### config.mk
export PLATFORM = sky130hd
export DESIGN_NAME = pipe_reg_em
export DESIGN_NICKNAME = d
export VERILOG_FILES = /design/src/rtl/pipeline_pkg.sv /design/src/rtl/pipe_slice.sv /design/src/rtl/pipe_reg_em.sv
export SDC_FILE = /design/constraint.sdc
export NUM_CORES = 1
export LEC_CHECK = 0
export ABC_CLOCK_PERIOD_IN_PS = 5000
export CORE_ASPECT_RATIO = 1.5
export CORE_MARGIN = 3
export CORE_UTILIZATION = 42
export DETAILED_ROUTE_END_ITERATION = 7
export MAX_ROUTING_LAYER = met4
export PLACE_DENSITY = 0.81
export SETUP_SLACK_MARGIN = 0.2
export SYNTH_ARGS = -nofsm -noshare
export SYNTH_HDL_FRONTEND = slang
export SYNTH_SLANG_ARGS = --single-unit
export TNS_END_PERCENT = 30
### constraint.sdc
create_clock -name clk -period 5 [get_ports clk]
set_input_delay 1 -clock clk [delete_from_list [all_inputs] [get_ports clk]]
set_output_delay 1 -clock clk [all_outputs]
set_load 0.01 [all_outputs]
### src/rtl/pipeline_pkg.sv
// Shared types for the pipelined RISC-V core's stage registers.
package pipeline_pkg;

  // Slices are sized for the widest datapath; narrower builds leave the upper bits unused.
  localparam int MAX_DW = 64;
  localparam int MAX_BE = MAX_DW / 8;

  typedef enum logic [1:0] {
    RES_ALU = 2'd0,
    RES_MEM = 2'd1,
    RES_PC4 = 2'd2
  } result_src_e;

  localparam logic [1:0] F3_SB = 2'b00;
  localparam logic [1:0] F3_SH = 2'b01;
  localparam logic [1:0] F3_SW = 2'b10;
  localparam logic [1:0] F3_SD = 2'b11;

  typedef struct packed {
    logic              valid;
    logic [MAX_DW-1:0] alu_result;
    logic [MAX_DW-1:0] write_data;
    logic [MAX_DW-1:0] pc_plus4;
    logic [4:0]        rd;
    logic              reg_write;
    logic              mem_write;
    result_src_e       result_src;
    logic [2:0]        funct3;
    logic [MAX_BE-1:0] byte_en;
    logic              misalign;
  } em_bundle_t;

endpackage

### src/rtl/pipe_slice.sv
// One EX->MEM register slice: async reset, synchronous clear, load enable.
module pipe_slice
  import pipeline_pkg::*;
(
  input  logic       clk,
  input  logic       rst,
  input  logic       clr,
  input  logic       en,
  input  em_bundle_t d,
  output em_bundle_t q
);

  em_bundle_t bundle_d, bundle_q;

  // Clear beats enable so a flush during a stall still empties the slice.
  always_comb begin
    bundle_d = bundle_q;
    if (clr)     bundle_d = '0;
    else if (en) bundle_d = d;
  end

  always_ff @(posedge clk or posedge rst) begin
    if (rst) bundle_q <= '0;
    else     bundle_q <= bundle_d;
  end

  assign q = bundle_q;

endmodule

### src/rtl/pipe_reg_em.sv
// EX->MEM pipeline register with stall/flush, store lane steering and DEPTH-slice retiming chain.
module pipe_reg_em
  import pipeline_pkg::*;
#(
  parameter int DATA_WIDTH = 32,
  parameter int DEPTH      = 1,
  parameter int BE_WIDTH   = DATA_WIDTH / 8
) (
  input  logic                  clk,
  input  logic                  rst,
  input  logic                  StallM,
  input  logic                  FlushM,
  input  logic                  ValidE,
  input  logic [DATA_WIDTH-1:0] ALUResultE,
  input  logic [DATA_WIDTH-1:0] WriteDataE,
  input  logic [DATA_WIDTH-1:0] PCPlus4E,
  input  logic [4:0]            RdE,
  input  logic                  RegWriteE,
  input  logic                  MemWriteE,
  input  logic [1:0]            ResultSrcE,
  input  logic [2:0]            Funct3E,
  output logic                  ValidM,
  output logic [DATA_WIDTH-1:0] ALUResultM,
  output logic [DATA_WIDTH-1:0] WriteDataM,
  output logic [DATA_WIDTH-1:0] PCPlus4M,
  output logic [4:0]            RdM,
  output logic                  RegWriteM,
  output logic                  MemWriteM,
  output logic [1:0]            ResultSrcM,
  output logic [2:0]            Funct3M,
  output logic [BE_WIDTH-1:0]   ByteEnM,
  output logic                  MisalignM
);

  localparam int LW = $clog2(BE_WIDTH);

  logic [LW-1:0]         lane;
  logic [BE_WIDTH-1:0]   byte_en;
  logic [DATA_WIDTH-1:0] st_data;
  logic                  misalign;
  em_bundle_t            cap;
  em_bundle_t            chain [DEPTH];

  assign lane = ALUResultE[LW-1:0];

  // Replicating the narrow datum across every lane is equivalent to shifting it to its lane.
  always_comb begin
    byte_en  = '0;
    misalign = 1'b0;
    st_data  = WriteDataE;
    if (MemWriteE) begin
      case (Funct3E[1:0])
        F3_SB: begin
          byte_en = BE_WIDTH'(1) << lane;
          st_data = {BE_WIDTH{WriteDataE[7:0]}};
        end
        F3_SH: begin
          byte_en  = BE_WIDTH'(2'b11) << lane;
          misalign = lane[0];
          st_data  = {(DATA_WIDTH/16){WriteDataE[15:0]}};
        end
        F3_SW: begin
          byte_en  = BE_WIDTH'(4'hF) << lane;
          misalign = (lane[1:0] != 2'b00);
          st_data  = {(DATA_WIDTH/32){WriteDataE[31:0]}};
        end
        default: begin
          byte_en  = '1;
          misalign = (DATA_WIDTH != 64) || (lane != '0);
        end
      endcase
      if (misalign) byte_en = '0;
    end
  end

  always_comb begin
    cap            = '0;
    cap.valid      = ValidE;
    cap.alu_result = MAX_DW'(ALUResultE);
    cap.write_data = MAX_DW'(st_data);
    cap.pc_plus4   = MAX_DW'(PCPlus4E);
    cap.rd         = RdE;
    cap.reg_write  = RegWriteE & ValidE;
    cap.mem_write  = MemWriteE & ValidE & ~misalign;
    cap.result_src = result_src_e'(ResultSrcE);
    cap.funct3     = Funct3E;
    cap.byte_en    = MAX_BE'(byte_en);
    cap.misalign   = misalign;
  end

  for (genvar k = 0; k < DEPTH; k++) begin : g_slice
    pipe_slice u_slice (
      .clk (clk),
      .rst (rst),
      .clr (FlushM),
      .en  (~StallM),
      .d   ((k == 0) ? cap : chain[(k == 0) ? 0 : k-1]),
      .q   (chain[k])
    );
  end

  assign ValidM     = chain[DEPTH-1].valid;
  assign ALUResultM = chain[DEPTH-1].alu_result[DATA_WIDTH-1:0];
  assign WriteDataM = chain[DEPTH-1].write_data[DATA_WIDTH-1:0];
  assign PCPlus4M   = chain[DEPTH-1].pc_plus4[DATA_WIDTH-1:0];
  assign RdM        = chain[DEPTH-1].rd;
  assign RegWriteM  = chain[DEPTH-1].reg_write;
  assign MemWriteM  = chain[DEPTH-1].mem_write;
  assign ResultSrcM = chain[DEPTH-1].result_src;
  assign Funct3M    = chain[DEPTH-1].funct3;
  assign ByteEnM    = chain[DEPTH-1].byte_en[BE_WIDTH-1:0];
  assign MisalignM  = chain[DEPTH-1].misalign;

  if (DATA_WIDTH < MAX_DW) begin : g_narrow
    logic unused_hi;
    assign unused_hi = ^{chain[DEPTH-1].alu_result[MAX_DW-1:DATA_WIDTH],
                         chain[DEPTH-1].write_data[MAX_DW-1:DATA_WIDTH],
                         chain[DEPTH-1].pc_plus4[MAX_DW-1:DATA_WIDTH],
                         chain[DEPTH-1].byte_en[MAX_BE-1:BE_WIDTH]};
  end

endmodule
==> flow_summary.json <==
{
  "status": "complete, no violations",
  "track_usage_pct": 23.7,
  "drt_iter0_markers": 292,
  "area_delta_synth_final_pct": 57.8,
  "cap_violations": 0,
  "post_cts_resized": 0,
  "irDropWorstVdd_uv": 249,
  "worstHoldPathType": "reg2reg",
  "largest_reg_flops": 114,
  "skew_ns": 0,
  "yosys-top-cells-area": "dfrtp_1 (57%), mux2i_1 (17%), nor2_1 (7.9%), a221oi_1 (2.8%), buf_6 (1.8%)",
  "clkLatencyLatePin_ns": 0.40,
  "fmax_mhz": 376,
  "dp_hpwl_mm": 10.8,
  "syn_area_per_cell_um2": 11.7,
  "drc": 0,
  "period_needed_ns": 2.66,
  "synth-edff-count": 0,
  "grt_max_degree": 63,
  "fin_tns_setup_ns": 0,
  "mappedNetlistArea_um2": 5000,
  "synth_cells": 428,
  "core_area_um2": 11600,
  "highest_layer": "met4",
  "setup-violations-final": 0,
  "slew_viol_final": 0,
  "r2r_cells": 2,
  "hp-start": "g_slice[0].u_slice.q[4]$_DFFE_PP0P_",
  "yosys.area.top_type": "dfrtp_1",
  "postRouteAntennaNets": 0,
  "clock-sinks": 114,
  "grt_pass1_wl_mm": 23.5,
  "startpoint_type": "input pin",
  "cp.arrival_ns": 2.99,
  "cts.hold.buffers_added": 0,
  "wl_per_cell_um": 18.0,
  "crit_fanout": 62,
  "cp.required_ns": 5.33,
  "dieWidth_um": 95.1,
  "rows": 48,
  "postCtsSetupBuffers": 0,
  "io_buffers": 226,
  "holdPathStages": 1,
  "ys_warn_count": 0,
  "synth_top_area_share_pct": 57.1,
  "yosysSeqAreaShare_pct": 57.1,
  "yosys_most_used_dff": "dfrtp_1",
  "cts_buffers": 17,
  "dr.pass1.iters": 4,
  "drive_gt1_share_pct": 6.53,
  "final_nets": 763,
  "worst_pin_slew_ns": 0.864,
  "r2r_slack_ns": 4.16,
  "p_leak_nw": 3.65,
  "gp_congestion": 0.848,
  "n_antenna_cell": 0,
  "worstSetupEndpointType": "flip-flop",
  "nFillCells": 888,
  "die_h_um": 140,
  "vias": 4230,
  "overflow": 0,
  "r2r_end": "g_slice[0].u_slice.q[107]$_DFFE_PP0P_",
  "h-tree-depth": 4,
  "synth.most_common_cell": "dfrtp_1",
  "antenna_found_initial": 0,
  "synth_cell_types": 33,
  "first_global_vias": 4530,
  "crit_type": "in2reg",
  "start_util_pct": 43.1,
  "rsz0062_at_grt": "no",
  "m1WireLength_mm": 5.30,
  "cts_buffer_depth": 2,
  "rr_startpoint": "g_slice[0].u_slice.q[107]$_DFFE_PP0P_",
  "min_to": "g_slice[0].u_slice.q[4]$_DFFE_PP0P_",
  "synth_nets": 545,
  "wl_met3_um": 848,
  "powerDensity_nw_per_um2": 338,
  "ys_ff_latch": 114,
  "fin_cells": 809,
  "cts_root_buf": "clkbuf_16",
  "met2_length_mm": 7.90,
  "routed_wl_mm": 14.6,
  "io_pins": 227,
  "synthTopCellsByCount": "dfrtp_1 (114), nor2_1 (105), mux2i_1 (85)",
  "relSlewSlack_pct": 42.4,
  "finalHoldViolCount": 0,
  "cts_tree": "done",
  "synth_async_sr_flop_share_pct": 100,
  "placed_cells": 777,
  "finalCritPeriodShare_pct": 53.2,
  "clkTransAtPathRegs_ns": 0.05,
  "via_per_inst": 5.23,
  "dieArea_um2": 13300
}
-- report_power, final --
group	switching, mW	internal (mW)	total, mW
combinational	0.182	0.231	0.412
sequential	0.0309	0.977	1.01
clock	0.415	0.831	1.25
total	0.628	2.04	2.67
-- placed cells by master (no fill, tap or decap), types with 5 or more instances in the layout --
cell type / n
buf_4: 6
nor3_1: 17
and3_1: 6
a221oi_1: 16
a221o_1: 6
clkdlybuf4s50_1: 224
mux2i_1: 85
nor2_1: 105
clkinv_2: 5
clkbuf_16: 17
dfrtp_1: 114
a21oi_1: 6
a22o_1: 9
-- metrics by stage --
stage	instance area, um2	setup slack [ns]	power (mW)	utilization, %	hold WS, ns
final	7890	2.34	2.67	68.0	0.508
after floorplan	5000	0.984	1.20	-	0.531
after global routing	7890	2.17	2.78	68.0	0.536
after CTS	7890	2.38	2.69	68.0	0.513
after global placement	7270	2.04	1.42	62.7	0.491
after detailed placement	7270	1.97	1.44	62.7	0.502
-- worst max path at each step --
| stage | cells after the start | start | slack, ns | end |
|---|---|---|---|---|
| 3_3_place_gp | 4 | StallM | 2.04 | g_slice[0].u_slice.q[103]$_DFFE_PP0P_ |
| 2_1_floorplan | 1 | rst | 0.98 | g_slice[0].u_slice.q[0]$_DFFE_PP0P_ |
| 6_report | 4 | StallM | 2.34 | g_slice[0].u_slice.q[102]$_DFFE_PP0P_ |
| 3_5_place_dp | 6 | Funct3E[0] | 1.97 | g_slice[0].u_slice.q[109]$_DFFE_PP0P_ |
| 5_1_grt | 4 | StallM | 2.17 | g_slice[0].u_slice.q[102]$_DFFE_PP0P_ |
| 4_1_cts | 4 | StallM | 2.38 | g_slice[0].u_slice.q[102]$_DFFE_PP0P_ |
-- critical path: stages --
cell     delay (ns)
buf_4          0.64
inv_1          0.59
nor2_2         0.49
a221o_1        0.24
-- per-layer routing --
metal | vias up | global-route usage, %
met3 | 39 | 5.35
met1 | 2061 | 26.5
li1 | 1945 | -
met2 | 185 | 39.6
met4 | 0 | 11.0
met5 | - | -
-- area by class of cell --
class	instances	area, um2	area share [%]
flip-flops and latches	114	2850	36.2
inverters	5	21.3	0.270
clock buffers	18	429	5.44
well taps	150	188	2.38
repair buffers	230	2290	29.0
multi-input cells	278	1920	24.4
clock inverters	14	186	2.36
-- cell families (layout without fill, tap and decap cells) --
kind of cell | Yosys count | in the layout | synth area share (%)
simple gates | 142 | 142 | 12.6
flops | 114 | 114 | 57.1
mux | 85 | 85 | 17.0
compound gates | 47 | 47 | 7.84
buf+inv | 36 | 267 | 4.48
fa+ha+maj | 4 | 4 | 1.00
No activity file was read; power rests on OpenSTA's default activity.
